## config.mk

```make
export PLATFORM = sky130hd
export DESIGN_NAME = sd4_align_array
export DESIGN_NICKNAME = d
export VERILOG_FILES = /design/src/rtl/sd4_align_array.sv
export SDC_FILE = /design/constraint.sdc
export NUM_CORES = 1
export LEC_CHECK = 0
export BUFFER_PORTS_ARGS = -buffer_cell sky130_fd_sc_hd__buf_2
export CORE_ASPECT_RATIO = 0.8
export CORE_MARGIN = 4
export CORE_UTILIZATION = 50
export CTS_CLUSTER_SIZE = 40
export DETAILED_ROUTE_END_ITERATION = 8
export MAX_ROUTING_LAYER = met4
export PLACE_DENSITY = 0.7
export SYNTH_ARGS = -nofsm -noshare
export SYNTH_HDL_FRONTEND = slang
export SYNTH_SLANG_ARGS = --single-unit
```

## constraint.sdc

```tcl
create_clock -name clk -period 12.7 [get_ports clk]
set_clock_uncertainty 0.2 [all_clocks]
set_input_delay 1.905 -clock clk [delete_from_list [all_inputs] [get_ports clk]]
set_output_delay 1.905 -clock clk [all_outputs]
set_load 0.02 [all_outputs]
```

## src/rtl/sd4_align_array.sv

```systemverilog
// SD4 MAC partial-product aligner: per-lane shift to the max exponent,
// optional round-half-up, two's-complement output, 2-stage valid/ready pipe.
module sd4_align_array #(
    parameter int LANES = 4,
    parameter int EXP_W = 5,
    parameter int MAG_W = 4,
    parameter int OUT_W = 16
) (
    input  logic                     clk,
    input  logic                     rst,
    input  logic                     in_valid,
    output logic                     in_ready,
    input  logic [LANES-1:0]         lane_en,
    input  logic [LANES*EXP_W-1:0]   exp,
    input  logic [LANES*(MAG_W+1)-1:0] signed_pp,
    input  logic                     round_mode,
    output logic                     out_valid,
    input  logic                     out_ready,
    output logic [EXP_W-1:0]         exp_max,
    output logic [LANES*OUT_W-1:0]   aligned_pp
);
    localparam int PP_W = MAG_W + 1;
    localparam int SH_W = OUT_W - 1;

    logic                     s1_valid_q;
    logic [LANES-1:0]         s1_en_q;
    logic [LANES*EXP_W-1:0]   s1_exp_q;
    logic [LANES*PP_W-1:0]    s1_pp_q;
    logic                     s1_rnd_q;
    logic [EXP_W-1:0]         s1_emax_q;
    logic                     s2_valid_q;
    logic [EXP_W-1:0]         s2_emax_q;
    logic [LANES*OUT_W-1:0]   s2_pp_q;

    logic                     s1_adv;
    logic                     s2_adv;
    logic [EXP_W-1:0]         emax_d;
    logic [LANES*OUT_W-1:0]   aligned_d;

    // Guard is the last bit shifted out; it is added back when rounding.
    function automatic logic [OUT_W-1:0] align_lane(
        input logic [EXP_W-1:0] emax,
        input logic [EXP_W-1:0] e,
        input logic [PP_W-1:0]  pp,
        input logic             rnd
    );
        logic [EXP_W-1:0] diff;
        logic [31:0]      d;
        logic [SH_W-1:0]  base;
        logic [SH_W-1:0]  sh;
        logic [SH_W-1:0]  lost;
        logic             guard;
        logic [OUT_W-1:0] mag;
        diff = emax - e;
        d    = 32'(diff);
        base = {pp[MAG_W-1:0], {(SH_W-MAG_W){1'b0}}};
        lost = '0;
        if (d >= SH_W) begin
            sh    = '0;
            guard = (d == SH_W) ? pp[MAG_W-1] : 1'b0;
        end else begin
            sh    = base >> d;
            if (d != 0) lost = base >> (d - 1);
            guard = (d != 0) ? lost[0] : 1'b0;
        end
        if (rnd) sh = sh + SH_W'(guard);
        mag = {1'b0, sh};
        return pp[MAG_W] ? -mag : mag;
    endfunction

    assign s2_adv    = !s2_valid_q || out_ready;
    assign s1_adv    = !s1_valid_q || s2_adv;
    assign in_ready  = s1_adv;
    assign out_valid = s2_valid_q;
    assign exp_max   = s2_emax_q;
    assign aligned_pp = s2_pp_q;

    always_comb begin
        emax_d = '0;
        for (int i = 0; i < LANES; i++) begin
            if (lane_en[i] && exp[i*EXP_W +: EXP_W] > emax_d)
                emax_d = exp[i*EXP_W +: EXP_W];
        end
    end

    always_comb begin
        aligned_d = '0;
        for (int i = 0; i < LANES; i++) begin
            if (s1_en_q[i])
                aligned_d[i*OUT_W +: OUT_W] = align_lane(
                    s1_emax_q, s1_exp_q[i*EXP_W +: EXP_W],
                    s1_pp_q[i*PP_W +: PP_W], s1_rnd_q);
        end
    end

    always_ff @(posedge clk or negedge rst) begin
        if (!rst) begin
            s1_valid_q <= 1'b0;
            s1_en_q    <= '0;
            s1_exp_q   <= '0;
            s1_pp_q    <= '0;
            s1_rnd_q   <= 1'b0;
            s1_emax_q  <= '0;
        end else if (s1_adv) begin
            s1_valid_q <= in_valid;
            if (in_valid) begin
                s1_en_q   <= lane_en;
                s1_exp_q  <= exp;
                s1_pp_q   <= signed_pp;
                s1_rnd_q  <= round_mode;
                s1_emax_q <= emax_d;
            end
        end
    end

    always_ff @(posedge clk or negedge rst) begin
        if (!rst) begin
            s2_valid_q <= 1'b0;
            s2_emax_q  <= '0;
            s2_pp_q    <= '0;
        end else if (s2_adv) begin
            s2_valid_q <= s1_valid_q;
            if (s1_valid_q) begin
                s2_emax_q <= s1_emax_q;
                s2_pp_q   <= aligned_d;
            end
        end
    end
endmodule

```

# Word level (Yosys, flattened, before mapping)
# Index checks and enable logic that the tools add are counted.
[totals]
ff_bits = 121
out_inout_bits = 71
wordCells = 103
[op_classes]
add_sub_neg = 16
n_lt_le_gt_ge = 8
n_eq_ne = 4
shift = 8
muxes = 44
reduce_logical = 14
[op_table]
columns = ["cell", "count"]
rows = [
  ["2-to-1 mux 15 bit", 16],
  ["2-to-1 mux 16 bit", 8],
  [">> shifter 15 x 32 -> 1 bit", 4],
  ["negator 15 -> 16 bit", 4],
  ["adder 15 x 1 -> 15 bit", 4],
  [">> shifter 15 x 5 -> 15 bit", 4],
  ["subtractor 5 x 1 -> 6 bit, second input constant", 4],
  ["equality test 5 x 4 -> 1 bit, second input constant", 4],
  [">= comparator 5 x 4 -> 1 bit, second input constant", 4],
  ["2-to-1 mux 5 bit", 4],
  ["nonzero test 5 bit", 4],
  ["subtractor 5 bit", 4],
  ["2-to-1 mux 1 bit", 16],
  ["greater-than comparator 5 bit", 3],
  ["greater-than comparator 5 x 1 -> 1 bit, second input constant", 1],
  ["logical AND 1 bit", 4],
  ["AND reduction 2 bit", 2],
  ["logical NOT 1 bit", 2],
  ["logical OR 1 bit", 2],
]

# Depth between registers and ports, before layout
# Gate-level depths: netlist (run 1).
[logic_depth]
word_depth = 12
depth_mapped = 27
ltp_nobuf = 25

# Worst setup path after synthesis (run 1)
# OpenSTA, ideal clock, no wires.
[synth_timing]
path_type = "in2reg"
startpoint = "input port lane_en[0]"
endpoint = "register s1_emax_q[0]"
setup_time_ns = 0.144
arrival_ns = 6.411
setup_slack_ns = 5.945
path_stages = 25
path_buffers = 2
path_cell_list = "clkbuf_1 > nand2_1 > ha_1 > nor2b_1 > o21a_1 > o21bai_1 > a21o_1 > clkbuf_1 > nor2_1 > a31oi_1 > ha_1 > nor2b_1 > o41ai_1 > mux2i_1 > o211a_1 > mux2_2 > ha_1 > nor2b_1 > o21a_1 > o21a_1 > o21ai_0 > inv_1 > o221ai_1 > nor2b_1 > a221oi_1"
[synth_via]
elab_chain_len = 11
[synth_rtl]
columns = ["item", "line_no", "text"]
rows = [
  ["start: declaration", "13", "input logic [LANES-1:0] lane_en,"],
  ["logical AND 1 bit *", "81", "if (lane_en[i] && exp[i*EXP_W +: EXP_W] > emax_d)"],
  ["2-to-1 mux 5 bit *", "81", ""],
  ["greater-than comparator 5 bit", "81", ""],
  ["logical AND 1 bit", "81", ""],
  ["2-to-1 mux 5 bit *", "81", ""],
  ["greater-than comparator 5 bit", "81", ""],
  ["logical AND 1 bit", "81", ""],
  ["2-to-1 mux 5 bit *", "81", ""],
  ["greater-than comparator 5 bit", "81", ""],
  ["logical AND 1 bit", "81", ""],
  ["2-to-1 mux 5 bit *", "81", ""],
  ["end signal: assignment", "111", "s1_emax_q <= emax_d;"],
  ["end: declaration", "30", "logic [EXP_W-1:0] s1_emax_q;"],
]
# Every way passes the cells marked *; elsewhere a longest branch is shown, timed or not.
# A chain may end at the register's enable or synchronous reset.

# Worst setup path after layout (run 1)
# Ends and elaborated chain as after synthesis.

==> summary.md, run 1 <==
| Metric | Value |
|---|---|
| Status | `finished, final reports clean` |
| P per Cell Area | `~280 mW/mm2` |
| CTS tree | `built` |
| DRT antenna net count | `0` |
| Met1 Usage GRT | `between 30% and 40%` |
| Worst-Skew Late Latency | `roughly 0.43 ns` |
| Final hold vios | `0` |
| Internal | `roughly 1.5 mW` |
| Design area | `0.0113 mm2` |
| # IOs | `120` |
| Critical path cell sequence | `buf_2, nand2_1, ha_1, nor2b_1, o21a_1, o21bai_1, a21o_1, nor2_1, a31oi_1, ha_1, nor2b_1, o41ai_1, mux2i_1, o211a_1, mux2_2, ha_1, nor2b_1, o21a_1, o21a_1, o21ai_0, inv_1, o221ai_1, nor2b_1, a221oi_1` |
| Yosys warning total | `0` |
| Rel. slew slack | `a little under two fifths` |
| Hold Crit Class | `reg2reg` |
| Library cells used by synthesis | `86` |
| Detail Placement HPWL | `about 21 mm` |
| Worst-margin pin slew | `0.939 ns` |
| Data required, critical path | `12.76 ns` |
| Synth Cell Area | `approximately 0.01 mm2` |
| Nets | `1393` |
| Switch Pwr | `1.61 mW` |
| Peak supply drop | `between 0.1 and 0.15 mV` |
| RSZ-0062 raised after global routing | `no` |
| Post-route DRC | `0` |
| Largest cells by area after synthesis | `dfrtp_1 (30%), ha_1 (6.2%), nand2_1 (5.8%)` |
| Crit path largest cell delay | `around 0.45 ns` |
| H-Tree Depth | `4` |
| LEAKAGE | `just over 5 nW` |
| Initial Util | `50.8%` |
| Die ar. | `around 0.022 mm2` |
| Fmax | `approximately 150 MHz` |
| Pins Over Slew Limit | `0` |
| CTS Hold Bufs | `0` |
| Clock network power share | `approximately 15%` |
| Crit path capture type | `flip-flop` |
| Share of cells above drive strength 1 | `between 15 and 20%` |
| Clock sink count | `about 120` |
| Antenna violations before repair | `0` |
| Total clock buffers created by CTS | `17` |
| Post-CTS setup repair buffer count | `0` |
| Period minus WS final | `6.72 ns` |
| Final Cycle Share | `a little over half` |
| Seq cells post-synth | `roughly 120` |
| Crit path DAT | `6.78 ns` |
| Sequential share of the synthesized area | `30.2%` |
| Vias in the first global route | `about 8700` |
| Die H | `about 130 um` |
| TNS Setup | `0 ns` |
| Startpoint Class | `input pin` |
| Leading area contributor after synthesis | `dfrtp_1` |
| Switching portion of total power | `approximately half` |
| Post-synth net total | `between 1000 and 1500` |
| Synthesized instance count | `between 1000 and 1500` |
| Most crowded layer after global routing | `met1` |
| I/O Buffers | `around 120` |
| Root Driver | `clkbuf_16` |
| Post-synth EDFFs | `0` |
| Power share of the combinational group | `between 60 and 70%` |
| Avg Cell Area, Syn | `just over 8 um2` |
| First-pass iteration count of the detailed router | `5` |
| GRT met3 Usage | `between 5 and 6%` |
| Top-area cell type share of the netlist area | `30.2%` |
| Row cnt | `between 40 and 50` |
| Placed Area | `approximately 0.011 mm2` |
| Largest net degree at the start of global routing | `68` |
| Finish-stage setup viols | `0` |
| Resize count post-CTS | `0` |
| Final wirelength | `~28 mm` |
| First-pass GRT wire length | `~46 mm` |
| Core area | `0.0197 mm2` |
| Max cap viols | `0` |
| Post-synth top flop | `dfrtp_1` |
| Reg clk slew, reported paths | `0.06 ns` |
| Final GP Congestion | `0.945` |
| Gr usage total | `about a quarter` |
| CTS Buffer Depth | `2` |
| Async SR Flop Fraction | `100%` |
| Total gr overflow | `0` |
| Die width | `166 um` |
| Fill cells | `1837` |
| Area grow syn2layout | `13.0%` |
| GRT met2 Usage | `approximately 37%` |
| Vias | `roughly 9400` |
| CP dominant cell by count | `nor2b_1` |
| Seq pwr share | `between 10% and 20%` |
| DRT iter0 DRCs | `667` |
| Per-cell routed wire length | `18.0 um` |
| Critical path class | `in2reg` |
| Via/cell ratio | `~6.0` |
| CP max stage cell | `o221ai_1` |
| Crit path max fanout | `9` |
## synthesized netlist by cell type, types with 5 or more instances
cell type / instances
a31oi_1: 13
nand3b_1: 7
nor2b_1: 12
a21oi_1: 50
o31ai_1: 15
xnor2_1: 36
nor3b_1: 7
o41ai_1: 9
ha_1: 50
mux2_2: 48
o221ai_1: 6
inv_1: 52
o211ai_1: 5
or2_2: 9
dfrtp_1: 121
o21ai_0: 105
or3_1: 16
mux2i_1: 25
buf_2: 9
o2111a_1: 5
a21boi_0: 6
nand3_1: 39
nor3_1: 39
o2111ai_1: 5
a2111oi_0: 6
nand4_1: 12
and3_1: 9
a21o_1: 10
and2_1: 10
nand2b_1: 14
clkbuf_1: 47
a22oi_1: 7
nor4_1: 16
nand2_1: 156
a211oi_1: 13
xor2_1: 24
nor2_1: 86
o21a_1: 9
## state kept, by name, summed over array words and instances, names as in the netlist
| signal | flops |
|---|---|
| aligned_pp | 64 |
| s1_exp_q | 20 |
| s1_pp_q | 20 |
| exp_max | 5 |
| s1_emax_q | 5 |
| s1_en_q | 4 |
| out_valid | 1 |
| s1_rnd_q | 1 |
| s1_valid_q | 1 |
## routing by layer
layer	wire length [um]	vias to the layer above
li1	-	4602
met2	12100	341
met1	13800	4476
met4	313	0
met3	1970	28
met5	0	-
## cells by family after synthesis
logic type      after synthesis  share of synthesized area [%]
fa+ha+maj                    54                           7.04
xor+xnor                     62                           5.57
mux                          77                           8.71
flops                       121                           30.2
buf+inv                     112                           4.38
compound gates              328                           22.3
simple gates                452                           21.8
## cells in the final DEF (no fill, tap or decap), drive strengths merged, types with 11 or more instances in the layout
cell    count
a31oi      13
nand3      39
buf       125
mux2       49
or3        16
nor4       16
xor2       25
nand4      12
nand2b     14
or2        11
nor2       86
a211oi     13
ha         50
and2       12
xnor2      37
o21ai     108
nor3       39
nand2     156
a21oi      51
mux2i      25
clkbuf     19
nor2b      12
dfrtp     121
inv        56
o31ai      15
## area by class of cell
cell class / count / area [um2] / share of cell area [%]
repair buffers: 125 / 643 / 5.68
well taps: 264 / 330 / 2.92
multi-input cells: 973 / 6560 / 57.9
clock buffers: 19 / 453 / 4.00
inverters: 52 / 195 / 1.72
clock inverters: 12 / 115 / 1.02
diodes: 1 / 2.50 / 0.0221
flip-flops and latches: 121 / 3030 / 26.7
## worst max-delay path: cells and delay by family
| kind | cells | cell delay (ns) |
|---|---|---|
| muxes | 2 | 0.44 |
| AOI/OAI and AO/OA | 11 | 2.48 |
| adders and majority gates | 3 | 0.87 |
| and+or+nand+nor | 6 | 0.87 |
| buffers and inverters | 2 | 0.22 |
## stage by stage
stage | cells | hold slack [ns] | power [mW] | utilization, % | worst slack [ns]
floorplan | 1206 | 0.250 | 2.13 | - | 5.94
global placement | 1535 | 0.255 | 2.58 | 54.5 | 5.76
detailed placement | 1535 | 0.266 | 2.60 | 54.5 | 5.64
CTS | 1566 | 0.280 | 3.10 | 57.4 | 6.09
global route | 1566 | 0.294 | 3.38 | 57.4 | 5.65
finish | 1567 | 0.270 | 3.13 | 57.4 | 5.98
## worst paths after layout
check	start	end	slack [ns]	cells past startpoint
setup / recovery	lane_en[0]	s1_emax_q[0]$_DFFE_PN0P_	5.98	24
hold / removal	exp_max[3]$_DFFE_PN0P_	exp_max[3]$_DFFE_PN0P_	0.27	2
setup reg to reg	s1_emax_q[0]$_DFFE_PN0P_	aligned_pp[12]$_DFFE_PN0P_	6.46	21
hold reg to reg	exp_max[3]$_DFFE_PN0P_	exp_max[3]$_DFFE_PN0P_	0.27	2
max in group asynchronous	rst	aligned_pp[20]$_DFFE_PN0P_	9.65	2
min in group asynchronous	rst	aligned_pp[43]$_DFFE_PN0P_	1.33	1
## power by group through the flow
stage / Clock, mW / Sequential (mW) / Combinational [mW]
floorplan: 0 / 0.643 / 1.49
global placement: 0 / 0.578 / 2.00
detailed placement: 0 / 0.582 / 2.02
CTS: 0.485 / 0.575 / 2.04
global route: 0.504 / 0.589 / 2.28
finish: 0.479 / 0.576 / 2.07
Power figures use the tool's default switching activity.
==> inputs of run 2 (changes only) <==
ABC_AREA = 1   (was not set)
PLACE_DENSITY = 0.73   (was 0.7)
clock period = 5.76 ns   (was 12.7 ns; I/O delays follow)
==> run 2 against run 1 <==
Net effect:
- wire length shrank 7.2%
- final cell count grew 20%
- flip-flop and latch count is the same
- final area is essentially flat
- combinational power grew 92%
- highest routed layer unchanged
- largest cell class unchanged
- critical path type is now reg2reg
==> summary.md, run 2 <==
| Metric | Value |
|---|---|
| Reg clk slew, reported paths | `0.06 ns (about the same)` |
| Core area | `0.0193 mm2 (-2.5%)` |
| Sequential share of the synthesized area | `30.4% (+0.23 points)` |
| Final Cycle Share | `~85%` |
| Fmax | `around 200 MHz` |
| H-Tree Depth | `4 (unchanged)` |
| Hold path depth | `2 (unchanged)` |
| CTS Hold Bufs | `0 (unchanged)` |
| I/O Buffers | `119 (unchanged)` |
| Total gr overflow | `0 (unchanged)` |
| Die H | `134 um (-0.35%)` |
| CTS Buffer Depth | `2 (unchanged)` |
| Final wirelength | `26.2 mm (-7.2%)` |
| Commonest non-fill, non-tap cells in the layout | `nand2_1 (530), nand3_1 (151), inv_1 (139)` |
| Worst reg-to-reg path cell count | `22 (+4.8%)` |
| P per Cell Area | `558 mW/mm2 (+100%)` |
| Final hold vios | `0 (unchanged)` |
| Synthesized instance count | `1504 (+25%)` |
| Post-synth EDFFs | `0 (unchanged)` |
| Synth Cell Area | `0.00995 mm2 (-0.75%)` |
| Resize count post-CTS | `0 (unchanged)` |
| Hold Crit Start | `aligned_pp[9]$_DFFE_PN0P_` |
| Nets | `1712 (+23%)` |
| Seq cells post-synth | `121 (unchanged)` |
| First-pass iteration count of the detailed router | `6 (+1)` |
| Met3 routed WL | `1.26 mm (-36%)` |
| Detail Placement HPWL | `20.0 mm (-4.5%)` |
| CP max stage cell | `fa_1` |
| Per-cell routed wire length | `13.9 um (-23%)` |
| Yosys warning total | `0 (unchanged)` |
| Vias in the first global route | `9229 (+6.4%)` |
| Diodes inserted | `0 (-1)` |
| Antenna violations before repair | `0 (unchanged)` |
| Top routing layer used | `met4` |
| Max cap viols | `0 (unchanged)` |
| Internal | `3.07 mW (+100%)` |
| Crit path largest cell delay | `0.65 ns (+0.20 ns)` |
| Post-CTS setup repair buffer count | `0 (unchanged)` |
| Rel. slew slack | `35.9% (-1.2 points)` |
| Clock sink count | `121 (unchanged)` |
| Seq pwr share | `20.1% (+1.7 points)` |
| Worst-Skew Late Latency | `0.42 ns (about the same)` |
| Leading area contributor after synthesis | `dfrtp_1` |
| Compound-cell area share of the yosys netlist | `9.58% (-13 points)` |
| Initial Util | `51.7% (+0.89 points)` |
| RR Endpoint | `aligned_pp[28]$_DFFE_PN0P_` |
| Most frequent cell after synthesis | `nand2_1` |
| Hold Crit Class | `reg2reg` |
| Root Driver | `clkbuf_16` |
| Largest cells by area after synthesis | `dfrtp_1 (30%), nand2_1 (20%), nand3_1 (7.6%)` |
| Clock network power share | `17.0% (+1.7 points)` |
| Hold worst-path end | `aligned_pp[9]$_DFFE_PN0P_` |
| RSZ-0062 raised after global routing | `no` |
| TNS Setup | `0 ns (unchanged)` |
| Crit-path leading delay family | `adder cells` |
| Avg Cell Area, Syn | `6.61 um2 (-20%)` |
| Via/cell ratio | `5.26 (-13%)` |
| Worst-margin pin slew | `0.961 ns (+0.0218 ns)` |
| Placed Area | `0.0107 mm2 (-0.24%)` |
| Switch Pwr | `3.25 mW (+100%)` |
| Startpoint Class | `flip-flop` |
| Post-synth net total | `1607 (+23%)` |
| Number of flip-flops in the largest register | `64 (unchanged)` |
| LEAKAGE | `6.36 nW (+26%)` |
| Final GP Congestion | `0.913 (-3.4%)` |
| Post-synth top flop | `dfrtp_1` |
| Critical path cell sequence | `inv_1, ha_1, inv_1, fa_1, inv_2, ha_1, nor3_1, a221oi_1, a2111oi_0, ha_1, ha_1, o21ai_1, ha_1, inv_1, nor2_1, inv_1, nor2_2, nand3_1, nand2_1, nand2_1, nand3_1, nand2_1` |
| Die ar. | `0.0222 mm2 (-0.71%)` |
| Critical path class | `reg2reg` |
| First-pass GRT wire length | `44.9 mm (-2.7%)` |
| CP dominant cell by count | `ha_1` |
| Finish-stage setup viols | `0 (unchanged)` |
| Row cnt | `45 (-2.2%)` |
| Peak supply drop | `0.261 mV (+140%)` |
| Buffer and inverter count on the worst path | `5 (+3)` |
| M1 WL | `13.2 mm (-4.0%)` |
| Share of cells above drive strength 1 | `17.0% (-0.87 points)` |
| Commonest non-fill, non-tap cell in the layout | `nand2_1` |
| Crit path max fanout | `8 (-1)` |
| Power share of the combinational group | `62.8% (-3.5 points)` |
| Switching portion of total power | `51.5% (-0.093 points)` |
| Largest family of logic cells by synthesized area | `simple AND/OR/NAND/NOR gates` |
| Mux contribution to synthesized area | `0% (-8.7 points)` |
| Largest net degree at the start of global routing | `76 (+12%)` |
| Vias | `9876 (+4.5%)` |
| Commonest cells post-synth | `nand2_1 (531), nand3_1 (151), inv_1 (139), dfrtp_1 (121), nor2_1 (114)` |
| CTS tree | `built` |
| Crit path capture type | `flip-flop` |
| RR Startpoint | `s1_emax_q[0]$_DFFE_PN0P_` |
| Crit path DAT | `5.02 ns (-1.76 ns)` |
| Total Power | `6.32 mW (+100%)` |
| Area grow syn2layout | `13.8%` |
| Async SR Flop Fraction | `100% (unchanged)` |
| Data required, critical path | `5.87 ns (-6.89 ns)` |
| Die width | `166 um (-0.36%)` |
| Simple-gate share of the synthesized area | `41.7% (+20 points)` |
| Adder-cell share of the synthesized area | `7.09% (+0.053 points)` |
| Library cells used by synthesis | `54 (-37%)` |
| Post-route DRC | `0 (unchanged)` |
| # IOs | `120 (unchanged)` |
| DRT antenna net count | `0 (unchanged)` |
| Period minus WS final | `between 4 and 5 ns` |
| Gr usage total | `24.7% (-1.0 points)` |
| Total clock buffers created by CTS | `17 (unchanged)` |
| WL met2 | `11.3 mm (-6.6%)` |
| Synth Area in XOR/XNOR | `2.80% (-2.8 points)` |
| Top-area cell type share of the netlist area | `30.4% (+0.23 points)` |
| R2R Setup Slk | `0.85 ns (-5.61 ns)` |
| Pins Over Slew Limit | `0 (unchanged)` |
| Design area | `0.0113 mm2 (about the same)` |
| DRT iter0 DRCs | `801 (+20%)` |
| Status | `finished, final reports clean` |
run 2: per-stage QoR:
step	setup WS, ns	hold slack (ns)	cells	util [%]
2_1_floorplan	1.07	0.249	1504	-
3_3_place_gp	0.613	0.258	1848	55.7
3_5_place_dp	0.486	0.262	1848	55.7
4_1_cts	0.891	0.277	1879	58.8
5_1_grt	0.372	0.296	1879	58.8
6_report	0.847	0.273	1879	58.8
run 2: routing by layer:
metal	vias to the layer above	track usage, %
li1	5059	-
met1	4530	35.4
met2	254	36.6
met3	33	4.60
met4	0	5.77
met5	-	-
run 2: tightest hold or removal path, cell delays in order (launching register included):
cell,delay [ns]
dfrtp_1,0.34
nand2_1,0.05
nand2_1,0.05
run 2: logic make-up (layout without fill, tap and decap cells):
logic type / count (synthesis) / count (layout)
XOR/XNOR: 28 / 28
AO/OA/AOI/OAI: 163 / 163
buffers and inverters: 211 / 328
adder cells (fa/ha/maj): 54 / 54
AND/OR/NAND/NOR: 927 / 927
flip-flops: 121 / 121
run 2: worst max path at each step:
stage                                   from                         end  slack (ns)  cells after the start
floorplan                             exp[0]    s1_emax_q[1]$_DFFE_PN0P_        1.07                     31
global placement                      exp[4]    s1_emax_q[1]$_DFFE_PN0P_        0.61                     32
global route        s1_emax_q[0]$_DFFE_PN0P_  aligned_pp[26]$_DFFE_PN0P_        0.37                     22
detailed placement                    exp[4]    s1_emax_q[3]$_DFFE_PN0P_        0.49                     32
CTS                                   exp[4]    s1_emax_q[3]$_DFFE_PN0P_        0.89                     32
finish              s1_emax_q[0]$_DFFE_PN0P_  aligned_pp[28]$_DFFE_PN0P_        0.85                     22
run 2: cell type report:
cell class / count / area (um2)
fillers: 1904 / 7930
multi-input cells: 1172 / 6090
flip-flops and latches: 121 / 3030
inverters: 173 / 658
repair buffers: 124 / 636
clock buffers: 24 / 502
well taps: 258 / 323
clock inverters: 7 / 90.1
run 2: power groups by stage:
| stage | clock, mW | combinational [mW] | sequential [mW] |
|---|---|---|---|
| 3_3_place_gp | 0 | 3.87 | 1.28 |
| 4_1_cts | 1.10 | 3.94 | 1.27 |
| 3_5_place_dp | 0 | 3.92 | 1.28 |
| 2_1_floorplan | 0 | 2.89 | 1.46 |
| 6_report | 1.08 | 3.97 | 1.27 |
| 5_1_grt | 1.14 | 4.49 | 1.31 |
==> inputs of run 3 (changes only) <==
ABC_AREA = not set   (was 1)
CORE_MARGIN = 10   (was 4)
==> run 3 against run 2 <==
Net effect:
- sequential power barely moved
- via count fell by 1.6%
- power rose by 17%
- final cell count fell by 15%
- core utilization rose by 0.64 points
- setup slack got worse by 0.49 ns
- wire length rose by 14%
- maximum frequency fell by 9.0%
- flip-flop and latch count did not move
- sequential share of layout area fell by 0.94 points
- final area rose by 3.6%
- critical path type unchanged
==> summary.md, run 3 (synthesis results as in run 1) <==
| Metric | Value |
|---|---|
| Peak supply drop | `0.258 mV (-1.2%)` |
| Total Power | `7.39 mW (+17%)` |
| Hold Crit Start | `aligned_pp[32]$_DFFE_PN0P_` |
| Via/cell ratio | `6.05 (+15%)` |
| Final wirelength | `29.8 mm (+14%)` |
| Nets | `1430 (-16%)` |
| Vias | `9718 (-1.6%)` |
| Post-route DRC | `0 (unchanged)` |
| Vias in the first global route | `9034 (-2.1%)` |
| Switch Pwr | `3.65 mW (+12%)` |
| Finish-stage setup viols | `0 (unchanged)` |
| RR Endpoint | `aligned_pp[12]$_DFFE_PN0P_` |
| Period minus WS final | `5.40 ns (+0.485 ns)` |
| CP dominant cell by count | `ha_1` |
| Per-cell routed wire length | `18.6 um (+33%)` |
| Total clock buffers created by CTS | `17 (unchanged)` |
| Clock sink count | `121 (unchanged)` |
| Crit-path leading delay family | `compound AO/OA/AOI/OAI gates` |
| Hold worst-path end | `aligned_pp[32]$_DFFE_PN0P_` |
| TNS Setup | `0 ns (unchanged)` |
| Largest net degree at the start of global routing | `73 (-3.9%)` |
| Buffer and inverter count on the worst path | `3 (-2)` |
| Crit path max fanout | `5 (-3)` |
| First-pass iteration count of the detailed router | `6 (unchanged)` |
| Reg clk slew, reported paths | `0.06 ns (about the same)` |
| Root Driver | `clkbuf_16` |
| Commonest non-fill, non-tap cells in the layout | `nand2_1 (154), dfrtp_1 (121), buf_2 (118)` |
| Share of cells above drive strength 1 | `20.8% (+3.7 points)` |
| Fin cells | `1605 (-15%)` |
| RR Startpoint | `s1_emax_q[0]$_DFFE_PN0P_` |
| Die H | `147 um (+9.3%)` |
| Core area | `0.0197 mm2 (+2.5%)` |
| Critical path cell sequence | `inv_2, ha_1, inv_1, fa_1, inv_1, ha_1, mux2i_1, o21ai_1, nor2_1, a2111oi_0, a211oi_1, nor4b_2, ha_1, ha_1, nand3_1, or2_1, a2111oi_1, mux2i_1, or4_1, o2111a_1, a2111oi_2` |
| RSZ-0062 raised after global routing | `no` |
| Status | `finished, final reports clean` |
| Stages on the worst setup path | `21 (-4.5%)` |
| DRT iter0 DRCs | `963 (+20%)` |
| Startpoint Class | `flip-flop` |
| # IOs | `120 (unchanged)` |
| Die ar. | `0.0261 mm2 (+18%)` |
| Rel. slew slack | `37.9% (+2.0 points)` |
| Placed Area | `0.0110 mm2 (+2.8%)` |
| Crit path capture type | `flip-flop` |
| Row cnt | `46 (+2.2%)` |
| Post-route core utilization | `59.4% (+0.64 points)` |
| Pins Over Slew Limit | `0 (unchanged)` |
| Hold path depth | `2 (unchanged)` |
| Number of flip-flops in the largest register | `64 (unchanged)` |
| Seq pwr share | `17.2% (-2.9 points)` |
| Switching portion of total power | `49.4% (-2.1 points)` |
| P per Cell Area | `630 mW/mm2 (+13%)` |
| DP Worst Slack | `0.00708 ns (-0.479 ns)` |
| Area grow syn2layout | `17.1%` |
| Worst-Skew Late Latency | `0.42 ns (about the same)` |
| Final Cycle Share | `93.7% (+8.4 points)` |
| Hold_ws | `0.275 ns (+0.00177 ns)` |
| Hold Crit Class | `reg2reg` |
| Final hold vios | `0 (unchanged)` |
| Worst reg-to-reg path cell count | `21 (-4.5%)` |
| First-pass GRT wire length | `48.3 mm (+7.5%)` |
| Crit path DAT | `5.51 ns (+0.49 ns)` |
| CTS Buffer Depth | `2 (unchanged)` |
| Final GP Congestion | `0.983 (+7.7%)` |
| I/O Buffers | `119 (unchanged)` |
| LEAKAGE | `5.29 nW (-17%)` |
| Critical path class | `reg2reg` |
| Max cap viols | `0 (unchanged)` |
| Total gr overflow | `0 (unchanged)` |
| Internal | `3.74 mW (+22%)` |
| Design area | `0.0117 mm2 (+3.6%)` |
| Gr usage total | `23.2% (-1.6 points)` |
| Commonest non-fill, non-tap cell in the layout | `nand2_1` |
| CTS tree | `built` |
| Detail Placement HPWL | `22.4 mm (+12%)` |
| Clock network power share | `16.3% (-0.7 points)` |
| Die width | `178 um (+7.6%)` |
| R2R Setup Slk | `0.36 ns (-0.49 ns)` |
| Worst-margin pin slew | `0.932 ns (-0.0294 ns)` |
| Data required, critical path | `5.88 ns (about the same)` |
| CP max stage cell | `or4_1` |
| H-Tree Depth | `4 (unchanged)` |
| Antenna violations before repair | `2 (+2)` |
| Initial Util | `50.8% (-0.89 points)` |
| Fmax | `185 MHz (-9.0%)` |
| Total placed cells including tap cells | `1572 (-15%)` |
| Crit path largest cell delay | `0.56 ns (-0.09 ns)` |
| Power share of the combinational group | `66.5% (+3.7 points)` |
| DRT antenna net count | `0 (unchanged)` |
| Setup ws final | `0.362 ns (-0.485 ns)` |
==> run 3: worst max path at each step <==
stage / startpoint / end / slack (ns)
floorplan: lane_en[0] / s1_emax_q[0]$_DFFE_PN0P_ / 0.05
global placement: lane_en[0] / s1_emax_q[0]$_DFFE_PN0P_ / 0.11
detailed placement: lane_en[0] / s1_emax_q[0]$_DFFE_PN0P_ / 0.007
CTS: s1_emax_q[0]$_DFFE_PN0P_ / aligned_pp[12]$_DFFE_PN0P_ / 0.12
global route: s1_emax_q[0]$_DFFE_PN0P_ / aligned_pp[61]$_DFFE_PN0P_ / 0.03
finish: s1_emax_q[0]$_DFFE_PN0P_ / aligned_pp[12]$_DFFE_PN0P_ / 0.36
==> run 3: routing by layer <==
layer	vias to the layer above	routed length [um]	GRT usage, %
met5	-	0	-
met4	0	333	4.95
met3	30	2180	4.56
met2	366	12900	33.4
met1	4646	14300	32.8
li1	4676	-	-
==> run 3: timing repair <==
item / in CTS / in global routing
endpoints found under the setup margin: 0 / 19
hold buffers: 0 / 0
resized for setup: 0 / 12
buffers inserted: 0 / 0
==> run 3: worst reg2reg max path, delay by kind of cell (launching register included) <==
family	cells	cell delay (ns)
AND/OR/NAND/NOR	5	1.21
buffers and inverters	3	0.26
flip-flops	1	0.38
adder cells (fa/ha/maj)	5	1.42
multiplexers	2	0.31
AO/OA/AOI/OAI	6	1.50
==> run 3: final cells by class <==
| cell class | instances | area, um2 |
|---|---|---|
| diodes | 2 | 5.00 |
| clock buffers | 19 | 453 |
| clock inverters | 12 | 198 |
| fillers | 1781 | 8010 |
| inverters | 52 | 195 |
| multi-input cells | 973 | 6610 |
| flip-flops and latches | 121 | 3030 |
| well taps | 264 | 330 |
| repair buffers | 162 | 921 |
==> run 3: power by group through the flow <==
stage,combinational (mW),clock (mW),sequential (mW)
2_1_floorplan,3.28,0,1.42
3_3_place_gp,4.68,0,1.27
3_5_place_dp,4.75,0,1.28
4_1_cts,4.79,1.22,1.27
5_1_grt,5.41,1.25,1.30
6_report,4.91,1.20,1.27
